`config.mk`:
```
export PLATFORM = sky130hd
export DESIGN_NAME = vermicom_tx_scheduler
export DESIGN_NICKNAME = d
export VERILOG_FILES = /design/src/rtl/vermicom_tx_scheduler.sv
export SDC_FILE = /design/constraint.sdc
export NUM_CORES = 1
export LEC_CHECK = 0
export CORE_UTILIZATION = 32
export CTS_CLUSTER_SIZE = 20
export DETAILED_ROUTE_END_ITERATION = 10
export GPL_TIMING_DRIVEN = 0
export PLACE_DENSITY_LB_ADDON = 0.2
export SETUP_SLACK_MARGIN = 0.1
export SLEW_MARGIN = 20
export SYNTH_ARGS = -nofsm -noshare
export SYNTH_HDL_FRONTEND = slang
export SYNTH_SLANG_ARGS = --single-unit
```
`constraint.sdc`:
```
create_clock -name clk -period 2.39 [get_ports clk]
set_input_delay 0.478 -clock clk [delete_from_list [all_inputs] [get_ports clk]]
set_output_delay 0.478 -clock clk [all_outputs]
set_load 0.05 [all_outputs]
```
`src/rtl/vermicom_tx_scheduler.sv`:
```
// vermicom_tx_scheduler: shares one Vermicom UART transmitter between NUM_REQ
// byte producers. Programs DIVISION once after reset, then per byte:
// round-robin grant, DATA write, STATUS poll until tx_event_flag, W1C clear.
// Optional poll timeout: define VERMICOM_TX_SCHEDULER_TIMEOUT_EN.
module vermicom_tx_scheduler #(
  parameter int unsigned NUM_REQ        = 4,
  parameter logic [31:0] BASE_ADDRESS   = 32'h0,
  parameter logic [31:0] DIVISION       = 32'd433,
  parameter int unsigned TX_EVENT_BIT   = 0,
  parameter logic [31:0] TIMEOUT_CYCLES = 32'd65535
) (
  input  logic                       clk,
  input  logic                       reset,
  input  logic [NUM_REQ-1:0]         req_valid,
  input  logic [8*NUM_REQ-1:0]       req_data,
  output logic [NUM_REQ-1:0]         req_ready,
  output logic                       bus_valid,
  input  logic                       bus_ready,
  output logic [31:0]                bus_address,
  output logic [3:0]                 bus_wstrobe,
  output logic [31:0]                bus_wdata,
  input  logic [31:0]                bus_rdata,
  output logic                       busy,
  output logic [$clog2(NUM_REQ)-1:0] owner,
  output logic                       error
);

  localparam int unsigned IDX_W = $clog2(NUM_REQ);

  localparam logic [31:0] ADDR_STATUS   = BASE_ADDRESS + 32'd4;
  localparam logic [31:0] ADDR_DIVISION = BASE_ADDRESS + 32'd8;
  localparam logic [31:0] ADDR_DATA     = BASE_ADDRESS + 32'd12;

  typedef enum logic [2:0] {
    ST_INIT,
    ST_IDLE,
    ST_SEND,
    ST_POLL,
    ST_CLEAR
  } state_t;

  state_t           state, state_nxt;
  logic             armed;
  logic [IDX_W-1:0] rr_ptr, rr_nxt;
  logic [IDX_W-1:0] owner_nxt;
  logic [7:0]       byte_buf, byte_nxt;

  logic             grant_found;
  logic [IDX_W-1:0] grant_idx;
  logic [7:0]       grant_byte;
  int unsigned      cand;

  logic             done;
  logic             tx_event;
  logic             timeout_hit;

  // armed is low while in reset so the bus stays quiet; INIT issues on the
  // first clock after release.
  assign busy      = armed && (state != ST_IDLE);
  assign bus_valid = busy;
  assign done      = bus_valid && bus_ready;
  assign tx_event  = bus_rdata[TX_EVENT_BIT];

`ifdef VERMICOM_TX_SCHEDULER_TIMEOUT_EN
  logic [31:0] poll_cnt;
  logic        error_q;
  logic        unused_rdata;

  // Timeout only fires on a completed read so an in-flight request is never withdrawn.
  assign timeout_hit = (state == ST_POLL) && done && !tx_event &&
                       (poll_cnt >= TIMEOUT_CYCLES - 32'd1);
  assign error        = error_q;
  assign unused_rdata = ^bus_rdata;

  // Poll-cycle counter (zero outside POLL) and sticky timeout flag.
  always_ff @(posedge clk or negedge reset) begin
    if (!reset) begin
      poll_cnt <= '0;
      error_q  <= 1'b0;
    end else begin
      if (state != ST_POLL) poll_cnt <= '0;
      else                  poll_cnt <= poll_cnt + 32'd1;
      if (timeout_hit) error_q <= 1'b1;
    end
  end
`else
  logic unused_rdata;

  assign timeout_hit  = 1'b0;
  assign error        = 1'b0;
  assign unused_rdata = ^{bus_rdata, TIMEOUT_CYCLES};
`endif

  // Round-robin search: first requester after rr_ptr, wrapping modulo NUM_REQ.
  always_comb begin
    grant_found = 1'b0;
    grant_idx   = '0;
    grant_byte  = '0;
    cand        = 0;
    for (int unsigned k = 1; k <= NUM_REQ; k++) begin
      cand = 32'(rr_ptr) + k;
      if (cand >= NUM_REQ) cand = cand - NUM_REQ;
      for (int unsigned i = 0; i < NUM_REQ; i++) begin
        if (!grant_found && (cand == i) && req_valid[i]) begin
          grant_found = 1'b1;
          grant_idx   = IDX_W'(i);
        end
      end
    end
    for (int unsigned i = 0; i < NUM_REQ; i++) begin
      if (grant_idx == IDX_W'(i)) grant_byte = req_data[8*i +: 8];
    end
  end

  // State, round-robin pointer, owner and byte buffer registers.
  always_ff @(posedge clk or negedge reset) begin
    if (!reset) begin
      state    <= ST_INIT;
      armed    <= 1'b0;
      rr_ptr   <= IDX_W'(NUM_REQ - 1);
      owner    <= '0;
      byte_buf <= '0;
    end else begin
      state    <= state_nxt;
      armed    <= 1'b1;
      rr_ptr   <= rr_nxt;
      owner    <= owner_nxt;
      byte_buf <= byte_nxt;
    end
  end

  // Next-state and bus command decode; command depends only on state so it
  // stays stable while the UART stalls.
  always_comb begin
    state_nxt   = state;
    rr_nxt      = rr_ptr;
    owner_nxt   = owner;
    byte_nxt    = byte_buf;
    bus_address = '0;
    bus_wstrobe = '0;
    bus_wdata   = '0;
    req_ready   = '0;
    if (armed) begin
      unique case (state)
        ST_INIT: begin
          bus_address = ADDR_DIVISION;
          bus_wstrobe = 4'hF;
          bus_wdata   = DIVISION;
          if (done) state_nxt = ST_IDLE;
        end
        ST_IDLE: begin
          if (grant_found) begin
            owner_nxt = grant_idx;
            byte_nxt  = grant_byte;
            state_nxt = ST_SEND;
          end
        end
        ST_SEND: begin
          bus_address = ADDR_DATA;
          bus_wstrobe = 4'h1;
          bus_wdata   = {24'h0, byte_buf};
          if (done) begin
            for (int unsigned i = 0; i < NUM_REQ; i++) begin
              req_ready[i] = (owner == IDX_W'(i));
            end
            rr_nxt    = owner;
            state_nxt = ST_POLL;
          end
        end
        ST_POLL: begin
          bus_address = ADDR_STATUS;
          bus_wstrobe = 4'h0;
          if ((done && tx_event) || timeout_hit) state_nxt = ST_CLEAR;
        end
        ST_CLEAR: begin
          bus_address = ADDR_STATUS;
          bus_wstrobe = 4'hF;
          bus_wdata   = 32'h1 << TX_EVENT_BIT;
          if (done) state_nxt = ST_IDLE;
        end
        default: state_nxt = ST_IDLE;
      endcase
    end
  end

endmodule
```
==> run metrics, run 1 <==
number of remaining DRC errors=0; die height=75.5 um; post-route clock skew=1.89 ps; Seq/Total Area, Yosys=23.3%; detailed-route via count=1625; CP Capture Type=output port; number of sinks on the clock net=16; flip-flop and latch count after synthesis=16; GRT Resource Usage Total=14.1%; CP Data Arrival Time=1730 ps; Worst Hold Path Cells=2; clock root buffer master=sky130_fd_sc_hd__clkbuf_8; Avg WL per Cell=10.5 um; buffers from clock root to sink, at most=2; weighted congestion reported at the end of routability-driven placement=0.834; depth of the most critical reg-to-reg path=7; clock-pin slew of the registers on the worst-case setup and hold paths=60 ps; length of the first detailed-routing pass in iterations=4; Final Critical Period=2210 ps; ys flop type=sky130_fd_sc_hd__dfrtp_1; Sum Neg Setup Slack=0 ps; sequential cell area=404 um^2; Net Switching=1.36 mW; Synth Area per Inst=8.44 um^2; post-route setup slack=178 ps; part of the cycle the worst path needs=92.6%; Max Cap Viol=0; cell count after placement=389; GRT Residual Overflow=0; reg-to-reg critical path endpoint=byte_buf[7]; leakage power of the design=1.39 nW; worst setup path startpoint=state[1]; clock power share=9.3%; largest net degree at the start of global routing=17; reg2reg start=rr_ptr[1]; Nets=397; Die Outline Area=5710 um^2; internal power consumption=1.20 mW; Max Transition Viols Final=0; post-detail-place hpwl=3410 um; proportion of netlist area held by the largest area contributor=25.6%; Filler cells=488; Final setup violation count=0; PwrDens=926 nW/um^2; clock tree from TritonCTS=done; library cell with the largest summed area after synthesis=sky130_fd_sc_hd__buf_4; CTS Hold Bufs=0; power share of the sequential group=20.5%; Area contributors post-synth=sky130_fd_sc_hd__buf_4 (26%), sky130_fd_sc_hd__dfrtp_1 (20%), sky130_fd_sc_hd__mux2i_1 (6.4%), sky130_fd_sc_hd__a221oi_2 (3.5%), sky130_fd_sc_hd__nand2_1 (3.3%); P&R area growth vs syn=59.7%; minimum setup slack among reg-to-reg paths=510 ps; layout cell share with drive strength beyond 1=35.7%; TritonCTS buffer count=3; worst min-delay path endpoint=byte_buf[5]; synthesized area=1730 um^2; Die X=75.5 um; Row Count=26; Max Clock Freq=452 MHz; latest clock arrival within the worst-skew pair=250 ps; maximum level of the CTS H-tree=1; number of top-level design ports=148; Switching Fraction=53.1%; initial cell density of the core=33.5%; number of different library cells in the post-synthesis netlist=44; maximum VDD drop=0.398 mV; commonest non-fill, non-tap cell in the layout=sky130_fd_sc_hd__buf_4; Post-synth EDFFs=0; result of the run=complete, no violations; biggest fanout along the worst timing path=10; RSZ-0062 raised after global routing=true; Setup Slack @ Placement=-325 ps; commonest cells after routing, fill and taps aside=sky130_fd_sc_hd__buf_4 (61), sky130_fd_sc_hd__conb_1 (55), sky130_fd_sc_hd__clkdlybuf4s50_1 (40), sky130_fd_sc_hd__nand2_1 (15), sky130_fd_sc_hd__dfrtp_1 (13); cell count after synthesis=205; async set or reset register ratio after synthesis=100%; Max transition margin=51.0%; vias in the first global route=1366; CP Class=flop to output port; vias per inst=4.11; Post-DRT Antenna Nets=0; class of the worst hold path=flop to flop; first-pass GRT wire length=6120 um; antenna cell count=0; area of the multi-input gates=1100 um^2; crit start category=flop; Port Buf Inserts=61; core area=5170 um^2; hold path startpoint=byte_buf[5]; wire length reported by the detailed router=4150 um; initial DRC count=66; worst slew pin tran=732 ps; initial antenna violation count=0; worst path required time=1910 ps; number of hold violations in the final report=0; number of synthesis warnings=0; final non-filler cell total=395; combinational cell fraction of total power=70.1%
[flip-flops by register name, indices dropped and copies added (netlist names)]
| signal | flops |
|---|---|
| rr_ptr | 2 |
| state | 3 |
| byte_buf | 8 |
| armed | 1 |
| owner | 2 |
[metal layers]
layer  routed length, um  vias to the layer above  part of all wire (%)  global-route usage, %
met2                1920                       83                    46                   23.5
li1                    -                      847                     -                      -
met3                 403                        8                   9.7                   2.38
met5                   0                        -                     0                      0
met1                1730                      687                    42                   18.0
met4                  87                        0                   2.1                   5.97
[kinds of logic after synthesis]
logic type	after synthesis	synth area share [%]
buffers and inverters	70	28.7
multiplexers	14	8.32
other	2	0.434
AND/OR/NAND/NOR	66	20.8
AO/OA/AOI/OAI	37	18.4
flip-flops	16	23.3
[area by class of cell]
type                            count  share of cell area (%)
Buffer                             66                    17.5
Tap cell                           70                    3.17
Inverter                            4                   0.543
Timing Repair Buffer               63                    22.4
Clock buffer                        4                    1.99
Sequential cell                    16                    14.6
Multi-Input combinational cell    172                    39.7
[critical path, stage by stage (launching register included)]
cell                            delay (ps)
sky130_fd_sc_hd__dfrtp_1               350
sky130_fd_sc_hd__buf_2                 180
sky130_fd_sc_hd__clkbuf_2              210
sky130_fd_sc_hd__a211oi_2              200
sky130_fd_sc_hd__dlygate4sd2_1         550
[power groups by stage]
stage	clock (mW)	sequential [mW]	combinational, mW
final	0.239	0.526	1.79
after global placement	0	0.523	1.81
after detailed placement	0	0.527	1.83
after floorplan	0	0.550	1.35
after global routing	0.252	0.541	1.93
after CTS	0.241	0.523	1.79
[worst max path at each step]
stage	endpoint	slack (ps)	depth (start not counted)
after floorplan	req_ready[1]	110	4
after global placement	req_ready[2]	-330	4
after detailed placement	req_ready[2]	-330	4
after CTS	req_ready[1]	100	5
after global routing	req_ready[2]	90	5
final	bus_wdata[4]	180	4
[what timing repair did]
action | CTS | global route
endpoints found under the setup margin | 21 | 14
hold endpoints to repair | 0 | 0
pin swaps | 1 | 2
buffers inserted | 0 | 2
resized for setup | 58 | 9
[cells in the mapped netlist, types with 3 or more instances]
cell                       instances
sky130_fd_sc_hd__a21o_1            3
sky130_fd_sc_hd__a21oi_1           3
sky130_fd_sc_hd__a221oi_2          4
sky130_fd_sc_hd__and3_1            5
sky130_fd_sc_hd__buf_2             4
sky130_fd_sc_hd__buf_4            59
sky130_fd_sc_hd__dfrtp_1          14
sky130_fd_sc_hd__inv_1             3
sky130_fd_sc_hd__mux2_2            3
sky130_fd_sc_hd__mux2i_1          11
sky130_fd_sc_hd__nand2_1          15
sky130_fd_sc_hd__nand2b_1          4
sky130_fd_sc_hd__nand3_1           9
sky130_fd_sc_hd__nor2_1            7
sky130_fd_sc_hd__nor3_1           10
sky130_fd_sc_hd__nor4_1            3
sky130_fd_sc_hd__o211ai_1          7
sky130_fd_sc_hd__o21ai_0           6
[through the flow]
step	area (um^2)	hold WS [ps]	power, mW	util (%)
floorplan	1990	182	1.90	-
global placement	2690	476	2.33	52.0
detailed placement	2690	490	2.36	52.0
CTS	2730	505	2.55	52.9
global route	2760	544	2.72	53.4
finish	2760	496	2.56	53.4
Note: power is estimated with default switching activity, not from simulation.
==> run 2, diff against run 1 <==
HOLD_SLACK_MARGIN = 0.06   (was unset)
==> results of run 2 <==
Final layout, timing and power as in run 1 (identical DEF).
==> run 3, diff against run 2 <==
SKIP_CTS_REPAIR_TIMING = 1   (was unset)
==> run 3 against run 2 <==
Effect of this change: sequential power barely moved; final cell count stayed put; register-to-register slack improved by 20 ps; critical endpoint is now req_ready[2]; largest cell class is now multi-input combinational cells.
==> run metrics, run 3 (same netlist as run 1, synthesis figures left out) <==
Nets=397; Max Transition Viols Final=0; post-detail-place hpwl=3410 um; placed standard-cell area=2690 um^2; result of the run=complete, no violations; leakage power of the design=1.53 nW; Filler cells=491; Die X=75.5 um; wire length reported by the detailed router=4170 um; first-pass GRT wire length=6110 um; Max Cap Viol=0; number of hold violations in the final report=0; layout cell share with drive strength beyond 1=34.2%; minimum hold slack=498 ps; initial cell density of the core=33.5%; worst slew pin tran=731 ps; CP Capture Type=output port; clock tree from TritonCTS=done; class of the worst hold path=flop to flop; Max Clock Freq=445 MHz; Die Outline Area=5710 um^2; weighted congestion reported at the end of routability-driven placement=0.834; Max transition margin=51.1%; CP Data Arrival Time=1770 ps; Power Total=2.59 mW; commonest cells after routing, fill and taps aside=sky130_fd_sc_hd__buf_4 (61), sky130_fd_sc_hd__conb_1 (55), sky130_fd_sc_hd__clkdlybuf4s50_1 (40), sky130_fd_sc_hd__nand2_1 (15), sky130_fd_sc_hd__dfrtp_1 (14); post-route clock skew=1.70 ps; initial DRC count=66; length of the first detailed-routing pass in iterations=4; buffers from clock root to sink, at most=2; worst path required time=1910 ps; Setup Slack @ Placement=-325 ps; biggest fanout along the worst timing path=10; area of the multi-input gates=1100 um^2; antenna cell count=0; Row Count=26; GRT Residual Overflow=0; maximum level of the CTS H-tree=1; core area=5170 um^2; initial antenna violation count=0; number of flip-flops in the largest register=8; latest clock arrival within the worst-skew pair=250 ps; vias in the first global route=1364; PwrDens=940 nW/um^2; number of remaining DRC errors=0; top register by number of flip-flops=byte_buf; post-route setup slack=144 ps; maximum VDD drop=0.388 mV; Avg WL per Cell=10.6 um; die height=75.5 um; clock-pin slew of the registers on the worst-case setup and hold paths=60 ps; clock root buffer master=sky130_fd_sc_hd__clkbuf_8; cell area after layout=2750 um^2; Post-DRT Antenna Nets=0; crit start category=flop; P&R area growth vs syn=58.9%; commonest non-fill, non-tap cell in the layout=sky130_fd_sc_hd__buf_4; part of the cycle the worst path needs=94.0%; final non-filler cell total=395; sequential cell area=403 um^2; cell count after placement=389; Final setup violation count=0; RSZ-0062 raised after global routing=true; vias per inst=4.10; number of sinks on the clock net=16; registers with the most flip-flops=byte_buf: 8 flops, state: 3 flops; detailed-route via count=1618; number of top-level design ports=148; TritonCTS buffer count=3; CP Class=flop to output port; GRT Resource Usage Total=14.0%; Final Critical Period=2250 ps; largest net degree at the start of global routing=17; Port Buf Inserts=61
-- run 3: cell types whose count changed in the layout (fill, tap and decap cells not counted), moves of 2 or more --
cell                              delta
sky130_fd_sc_hd__buf_6               -3
sky130_fd_sc_hd__dlymetal6s2s_1     +11
sky130_fd_sc_hd__clkdlybuf4s15_2     -8
sky130_fd_sc_hd__clkbuf_4            +2
sky130_fd_sc_hd__dlygate4sd2_1       -8
sky130_fd_sc_hd__clkbuf_2            +6
-- run 3: path summary, 6_finish.rpt --
path | startpoint | endpoint | slack (ps) | cells after the start
min in group asynchronous | reset | byte_buf[5] | 660 | 1
setup / recovery | state[2] | req_ready[2] | 140 | 5
setup reg to reg | rr_ptr[1] | byte_buf[7] | 530 | 7
hold reg to reg | byte_buf[5] | byte_buf[5] | 500 | 2
max in group asynchronous | reset | owner[1] | 1270 | 1
hold / removal | byte_buf[5] | byte_buf[5] | 500 | 2
-- run 3: per-stage QoR --
| step | utilization, % | setup TNS, ps |
|---|---|---|
| after floorplan | - | 0 |
| after global placement | 52.0 | -1560 |
| after detailed placement | 52.0 | -1650 |
| after CTS | 53.0 | -6340 |
| after global routing | 53.2 | 0 |
| final | 53.2 | 0 |
-- run 3: metal layers --
layer	up-vias	global-route usage, %	part of all wire [%]
met3	8	2.38	10
met5	-	0	0
li1	845	-	-
met4	0	5.97	2.3
met1	678	18.0	42
met2	87	23.3	46
-- run 3: layout make-up --
type | count | area share, %
multi-input combinational | 172 | 39.9
timing repair buffer | 63 | 22.1
buffer | 66 | 17.6
sequential | 16 | 14.6
tap | 70 | 3.18
clock buffer | 4 | 2.00
inverter | 4 | 0.546
-- run 3: critical path: stages (launching register included) --
cell and delay, ps:
sky130_fd_sc_hd__dfrtp_1 400, sky130_fd_sc_hd__clkbuf_2 210, sky130_fd_sc_hd__nor2_4 230, sky130_fd_sc_hd__nand3_4 180, sky130_fd_sc_hd__nor3b_4 210, sky130_fd_sc_hd__clkbuf_2 300
-- run 3: power by group --
| part | switching, mW | internal, mW |
|---|---|---|
| clock | 0.0932 | 0.146 |
| sequential | 0.119 | 0.405 |
| combinational | 1.15 | 0.673 |
| total | 1.36 | 1.22 |
